`config.mk`:
```
export PLATFORM = sky130hd
export DESIGN_NAME = vga_sync_gen
export DESIGN_NICKNAME = d
export VERILOG_FILES = /design/src/rtl/vga_sync_gen.sv
export SDC_FILE = /design/constraint.sdc
export NUM_CORES = 1
export LEC_CHECK = 0
export ABC_AREA = 1
export CAP_MARGIN = 20
export CORE_ASPECT_RATIO = 0.5
export CORE_MARGIN = 10
export CORE_UTILIZATION = 47
export DETAILED_ROUTE_END_ITERATION = 10
export PLACE_DENSITY = 0.71
export SETUP_SLACK_MARGIN = 0.15
export SLEW_MARGIN = 10
export SYNTH_ARGS = -nofsm -noshare
export SYNTH_HDL_FRONTEND = slang
export SYNTH_SLANG_ARGS = --single-unit
```
`constraint.sdc`:
```
create_clock -name i_Clk -period 3.3 [get_ports i_Clk]
set_clock_uncertainty 0.05 [all_clocks]
set_input_delay 0.99 -clock i_Clk [delete_from_list [all_inputs] [get_ports i_Clk]]
set_output_delay 0.99 -clock i_Clk [all_outputs]
set_load 0.02 [all_outputs]
```
`src/rtl/vga_sync_gen.sv`:
```
// vga_sync_gen: free-running VGA timing source.
// Produces active-region sync pulses (o_HSync/o_VSync) for downstream count
// recovery, true VGA connector syncs with porches, and the matching column/row
// counts. Every output is a register computed from the *next* counts, so all
// outputs agree with o_Col_Count/o_Row_Count on the same edge (zero lag).
// An IDLE/RUN/DRAIN controller guarantees a stop only ever happens on a frame
// boundary: dropping i_Enable lets the current frame finish before idling.
module vga_sync_gen #(
   parameter int TOTAL_COLS      = 800,
   parameter int TOTAL_ROWS      = 525,
   parameter int ACTIVE_COLS     = 640,
   parameter int ACTIVE_ROWS     = 480,
   parameter int H_FRONT_PORCH   = 16,
   parameter int H_SYNC_WIDTH    = 96,
   parameter int V_FRONT_PORCH   = 10,
   parameter int V_SYNC_WIDTH    = 2,
   parameter int SYNC_ACTIVE_LOW = 1
) (
   input  logic       i_Clk,
   input  logic       i_Reset,
   input  logic       i_Enable,
   output logic       o_HSync,
   output logic       o_VSync,
   output logic       o_HSync_Pin,
   output logic       o_VSync_Pin,
   output logic [9:0] o_Col_Count,
   output logic [9:0] o_Row_Count,
   output logic       o_Active,
   output logic       o_Line_Start,
   output logic       o_Frame_Start,
   output logic       o_Running
);

   // Timing boundaries, 11 bits wide so a window ending at 1024 still fits.
   localparam logic [10:0] LAST_COL  = 11'(TOTAL_COLS - 1);
   localparam logic [10:0] LAST_ROW  = 11'(TOTAL_ROWS - 1);
   localparam logic [10:0] ACT_COLS  = 11'(ACTIVE_COLS);
   localparam logic [10:0] ACT_ROWS  = 11'(ACTIVE_ROWS);
   localparam logic [10:0] HS_START  = 11'(ACTIVE_COLS + H_FRONT_PORCH);
   localparam logic [10:0] HS_END    = 11'(ACTIVE_COLS + H_FRONT_PORCH + H_SYNC_WIDTH);
   localparam logic [10:0] VS_START  = 11'(ACTIVE_ROWS + V_FRONT_PORCH);
   localparam logic [10:0] VS_END    = 11'(ACTIVE_ROWS + V_FRONT_PORCH + V_SYNC_WIDTH);
   // Level a connector sync pin rests at when not asserted.
   localparam logic        PIN_IDLE  = (SYNC_ACTIVE_LOW != 0);

   // Reject timing sets that cannot be represented or do not fit in a line/frame.
   if (ACTIVE_COLS + H_FRONT_PORCH + H_SYNC_WIDTH > TOTAL_COLS) begin : g_bad_h
      $error("vga_sync_gen: horizontal active+porch+sync exceeds TOTAL_COLS");
   end
   if (ACTIVE_ROWS + V_FRONT_PORCH + V_SYNC_WIDTH > TOTAL_ROWS) begin : g_bad_v
      $error("vga_sync_gen: vertical active+porch+sync exceeds TOTAL_ROWS");
   end
   if (TOTAL_COLS > 1024 || TOTAL_ROWS > 1024) begin : g_bad_size
      $error("vga_sync_gen: TOTAL_COLS/TOTAL_ROWS must not exceed 1024");
   end

   // IDLE: parked at (0,0). RUN: counting with enable high.
   // DRAIN: counting with enable low; idles only after the frame's last pixel.
   typedef enum logic [1:0] {IDLE, RUN, DRAIN} state_t;

   state_t      state, state_next;
   logic [10:0] col_cur, row_cur;
   logic [10:0] col_next, row_next;
   logic        run_next;

   assign col_cur = {1'b0, o_Col_Count};
   assign row_cur = {1'b0, o_Row_Count};

   // Next-state and next-count decode; outputs are derived from these values.
   always_comb begin
      state_next = state;
      col_next   = col_cur;
      row_next   = row_cur;
      case (state)
         IDLE: begin
            col_next = '0;
            row_next = '0;
            if (i_Enable) state_next = RUN;
         end
         RUN, DRAIN: begin
            if (col_cur == LAST_COL) begin
               col_next = '0;
               row_next = (row_cur == LAST_ROW) ? 11'd0 : row_cur + 11'd1;
            end else begin
               col_next = col_cur + 11'd1;
            end
            state_next = i_Enable ? RUN : DRAIN;
            if (state == DRAIN && !i_Enable &&
                col_cur == LAST_COL && row_cur == LAST_ROW) begin
               state_next = IDLE;
               col_next   = '0;
               row_next   = '0;
            end
         end
         default: begin
            state_next = IDLE;
            col_next   = '0;
            row_next   = '0;
         end
      endcase
      run_next = (state_next != IDLE);
   end

   // State, counts and every output register update together on one edge.
   always_ff @(posedge i_Clk or posedge i_Reset) begin
      if (i_Reset) begin
         state         <= IDLE;
         o_Col_Count   <= '0;
         o_Row_Count   <= '0;
         o_HSync       <= 1'b0;
         o_VSync       <= 1'b0;
         o_Active      <= 1'b0;
         o_Line_Start  <= 1'b0;
         o_Frame_Start <= 1'b0;
         o_Running     <= 1'b0;
         o_HSync_Pin   <= PIN_IDLE;
         o_VSync_Pin   <= PIN_IDLE;
      end else begin
         state         <= state_next;
         o_Col_Count   <= col_next[9:0];
         o_Row_Count   <= row_next[9:0];
         o_HSync       <= run_next && (col_next < ACT_COLS);
         o_VSync       <= run_next && (row_next < ACT_ROWS);
         o_Active      <= run_next && (col_next < ACT_COLS) && (row_next < ACT_ROWS);
         o_Line_Start  <= run_next && (col_next == 11'd0);
         o_Frame_Start <= run_next && (col_next == 11'd0) && (row_next == 11'd0);
         o_Running     <= run_next;
         o_HSync_Pin   <= (run_next && col_next >= HS_START && col_next < HS_END)
                          ? ~PIN_IDLE : PIN_IDLE;
         o_VSync_Pin   <= (run_next && row_next >= VS_START && row_next < VS_END)
                          ? ~PIN_IDLE : PIN_IDLE;
      end
   end

endmodule

```
# Word-level counts from Yosys, hierarchy flattened
# Index checks and enable logic that the tools add are counted.
[totals] register_bits=30 latch_bits=0 ram_bits=0 romBits=0 out_inout_bits=28 wordCells=54 memories=0
[classes] n_addsub=2 n_mul=0 n_div=0 magnitude_cmp=6 n_eq_ne=4 shift=0 muxes=13 bitwise_logic=0 n_reduce_logical=18
[ops] op="11-bit two-way mux" count=7
[ops] op="10-bit by 1-bit adder with 11-bit output (second input constant)" count=2
[ops] op="11-bit zero test" count=2
[ops] op="11-bit by 10-bit < comparator with 1-bit output (second input constant)" count=2
[ops] op="11-bit by 9-bit < comparator with 1-bit output (second input constant)" count=2
[ops] op="10-bit equality test (second input constant)" count=2
[ops] op="1-bit logical AND" count=12
[ops] op="11-bit by 10-bit >= comparator with 1-bit output (second input constant)" count=1
[ops] op="11-bit by 9-bit >= comparator with 1-bit output (second input constant)" count=1
[ops] op="2-bit two-way mux" count=3
[ops] op="2-bit one-hot mux with 2 select lines" count=1
[ops] op="2-bit by 1-bit equality test with 1-bit output (second input constant)" count=1
[ops] op="2-bit equality test (second input constant)" count=1
[ops] op="2-bit zero test" count=1
[ops] op="1-bit two-way mux" count=2
[ops] op="2-bit nonzero test" count=1
[ops] op="2-bit OR reduction" count=1
[ops] op="1-bit zero test" count=1

# Depth between registers and ports, before layout
[depth] depth_word=10 mapped_depth=13 ltp_nobuf=13

# Worst setup path after synthesis
# Ideal clock, no wire load.
[synth_timing] kind="register to register" startpoint="register o_Col_Count[1]" endpoint="register o_VSync_Pin" setup_ns=0.076 t_arrival_ns=1.724 required_ns=3.174 setup_slack_ns=1.450 path_stages_with_launch=14 synth_period_minus_slack_ns=1.850 cell_sequence="dfrtp_1 -> ha_1 -> nand2_2 -> nor2_4 -> nand2_2 -> nor2_4 -> buf_6 -> nand3_2 -> nand2_2 -> nand2_1 -> nor2_2 -> nand2_1 -> nor2_2 -> nand2_1"
[synth_between] elab_chain_cells=9 elab_cells_between_ends=14
[synth_rtl] item="from (decl)" line_no="26" text="output logic [9:0] o_Col_Count,"
[synth_rtl] item="from (signal assigned)" line_no="120" text="o_Col_Count <= col_next[9:0];"
[synth_rtl] item="10-bit equality test (*)" line_no="81, 89"
[synth_rtl] item="1-bit logical AND" line_no="88" text="if (state == DRAIN && !i_Enable &&"
[synth_rtl] item="1-bit logical AND" line_no="89" text="col_cur == LAST_COL && row_cur == LAST_ROW) begin"
[synth_rtl] item="11-bit two-way mux or 2-bit two-way mux (tied branches)" line_no="88"
[synth_rtl] item="11-bit two-way mux or 2-bit one-hot mux with 2 select lines (tied branches)" line_no="74" text="case (state)"
[synth_rtl] item="11-bit by 9-bit >= comparator with 1-bit output or 2-bit nonzero test (tied branches)" line_no="130, 101"
[synth_rtl] item="1-bit logical AND" line_no="130" text="o_VSync_Pin <= (run_next && row_next >= VS_START && row_next < VS_END)"
[synth_rtl] item="1-bit logical AND (*)" line_no="130"
[synth_rtl] item="1-bit two-way mux (*)" line_no="131" text="? ~PIN_IDLE : PIN_IDLE;"
[synth_rtl] item="to (signal assigned)" line_no="130"
[synth_rtl] item="to (decl)" line_no="25" text="output logic o_VSync_Pin,"
# Every way passes the cells marked *; elsewhere a longest branch is shown, timed or not.

# Worst setup path in the final report
[layout_timing] startpoint="register o_Col_Count[0]" endpoint="output port o_Col_Count[0]"
# No word-level cell between the ends.

==> results by group <==
Setup path
  – R2R Setup Slk: 1.07 ns
  – Crit path DAT: 1.45 ns
  – Critical Path Source: o_Col_Count[0]$_DFF_PP0_
  – Crit path kind: reg -> out
  – R2r endpoint: o_Frame_Start$_DFF_PP0_
  – Worst setup SP type: flip-flop
  – Delay-heaviest family, CP: buffers and inverters
  – Slowest cell on crit path: clkdlybuf4s50_1
  – R2R Path Start: o_Col_Count[0]$_DFF_PP0_
  – Worst path required time: 2.26 ns
  – Reg2reg path depth: 11
  – CP Capture Type: output pin
  – CP max stage delay: 0.67 ns
  – CP bufs+invs: 1
  – CP Max Fanout: 10
  – CP cell instances: clkdlybuf4s50_1

Synth
  – Synth Instances: 280
  – Syn Area/Cell: ~6.9 sq um
  – Post-Syn Nets: 289
  – Post-synth design cell area: 0.001942 sq mm
  – Synth area leaders: dfrtp_1 (36%), nand2_1 (16%), inv_1 (11%)
  – Register area share after synthesis: 38.79%
  – Synth warnings: 0
  – Yosys cell types: 22
  – Yosys reg bits: 30
  – Synth area leader: dfrtp_1
  – Synth top area share: 36.08%

GRT
  – Pin count of the biggest net entering global routing: 23
  – Initial antenna violation count: 0
  – GRT Overall Usage: between 10% and 20%
  – Grt ovf: 0
  – First-pass GRT wire length: 7.969 mm
  – Vias in the first global route: 1785

Min path
  – Hold Crit Class: reg -> reg
  – Hold Path Stages: 3
  – Worst Min Path Start: o_Row_Count[9]$_DFF_PP0_
  – Hold worst-path end: o_Row_Count[9]$_DFF_PP0_

STA
  – RSZ-0062 raised after global routing: no
  – Fmax: about 0.40 GHz
  – Slew @ Worst Pin: 0.4689 ns
  – Setup ws final: 0.8147 ns
  – Fin crit period: 2.485 ns
  – Fin. max-slew vios: 0
  – Max_slew headroom: 68.74%
  – Period utilization: 75.31%
  – Setup TNS: 0 ns
  – Final-report hold violation count: 0
  – Final setup fails: 0

Place
  – Final HPWL DP: 3.681 mm
  – Final Wtd Congestion: 0.8703
  – Pre-CTS WS: 0.8107 ns
  – Port Buf Inserts: 30

Clock network
  – CTS Buffer Depth: 2
  – Clock transition at the registers of the reported paths: 0.06 ns
  – Skew-Pair Late Insertion Delay: 0.28 ns
  – Postcts setup bufs: 0
  – CTS Sinks: 30
  – TritonCTS Buffers: 5
  – # resized after CTS: 0
  – CTS tree: done
  – H-tree depth: 2
  – CTS Root Cell: clkbuf_8
  – Hold_buf cts: 0

Drt
  – Number of DRC markers in iteration 0: 82
  – Drt total wl: 4.786 mm
  – Wire length per cell: 12.94 um
  – Via Count: 1829
  – Drt first pass iters: 4
  – Mean number of vias per cell: 4.943
  – # DRC: 0
  – Number of routed nets with antenna violations: 0

Layout
  – Fill cells: 365
  – Post-layout nets: 324
  – Area Overhead vs Synth: 23.13%
  – Most common cell after layout, fill and taps aside: nand2_1
  – Share of cells above drive strength 1: a little over a tenth
  – Commonest cells after routing, fill and taps aside: nand2_1 (85), inv_1 (57), nor2_1 (30), clkdlybuf4s50_1 (30), nand3_1 (29)
  – Antenna cells: 0

Pwr
  – Worst VDD drop: 0.0005085 V
  – Power Density: ~570 mW/mm^2
  – Leakage: 1.307 nW

Floorplanning
  – Core Area: 0.003944 sq mm
  – Top Ports: 31
  – Row Count: 16
  – Die W: 110.9 um
  – Die area: 0.007258 sq mm
  – Die H: 65.45 um
  – Starting Density: 49.24%

Run status
  – Outcome: finished clean

Run
  – Maxcap violations: 0
registers in the layout (all words and copies together), names as in the netlist:
signal	count
o_Frame_Start	1
o_Row_Count	10
o_Active	1
o_Col_Count	10
o_VSync_Pin	1
o_HSync	1
o_Running	1
o_HSync_Pin	1
state	2
o_Line_Start	1
o_VSync	1
kinds of logic (layout without fill, tap and decap cells):
kind of cell    Yosys count  after routing  synth area share (%)
fa+ha+maj                 6              6                 3.866
xor+xnor                  1              1                0.4511
simple gates            177            177                 42.85
flops                    30             30                 38.79
buf+inv                  61             97                 12.31
compound gates            5              5                 1.740
how the worst max path moves through the flow:
stage / slack, ns / end / depth (start not counted)
2_1_floorplan: 1.45 / o_VSync_Pin$_DFF_PP1_ / 13
3_3_place_gp: 0.91 / o_VSync_Pin$_DFF_PP1_ / 8
3_5_place_dp: 0.81 / o_VSync_Pin$_DFF_PP1_ / 8
4_1_cts: 0.80 / o_Col_Count[0] / 1
5_1_grt: 0.76 / o_Col_Count[0] / 1
6_report: 0.81 / o_Col_Count[0] / 1
layer usage:
layer | global-route usage [%] | up-vias | share of wire [%]
met5 | 0 | - | 0
met4 | 5.161 | 0 | 1.3
met3 | 2.989 | 9 | 5.7
met2 | 23.10 | 43 | 48
met1 | 14.91 | 856 | 45
li1 | - | 921 | -
layout make-up:
cell class                 instances  area, sq um  area share (%)
multi-input combinational        189        949.7           39.72
clock inverter                     1        5.005          0.2093
timing repair buffer              32        315.3           13.19
clock buffer                       7        86.33           3.611
tap                               54        67.56           2.826
inverter                          57        214.0           8.948
sequential                        30        753.2           31.50
per-stage QoR:
stage	area (sq um)	hold slack [ns]	std cells	total power, mW	util (%)
floorplan	1942	0.5339	280	0.8539	-
global placement	2300	0.5455	362	1.046	58.31
detailed placement	2300	0.5470	362	1.062	58.31
CTS	2391	0.5617	370	1.371	60.63
global route	2391	0.5876	370	1.452	60.63
finish	2391	0.5566	370	1.357	60.63
synthesized netlist by cell type:
library cell and instances:
nor2_1 30, inv_1 57, dfstp_2 2, nand4_1 9, nand2_2 5, buf_2 2, buf_6 1, o211ai_1 1
a221oi_1 1, nand2_1 85, nor3_1 2, nand2_4 2, dfrtp_1 28, o21ai_0 2, o21bai_1 1, ha_1 6
nor2_4 3, nor2_2 5, clkbuf_1 1, xor2_1 1, nand3_1 29, nand3_2 7
power breakdown:
part	total, mW	internal [mW]	switching, mW
Clock	0.309	0.168	0.141
Combinational	0.570	0.211	0.359
Sequential	0.478	0.432	0.0457
Total	1.36	0.812	0.545
Power figures use the tool's default switching activity.
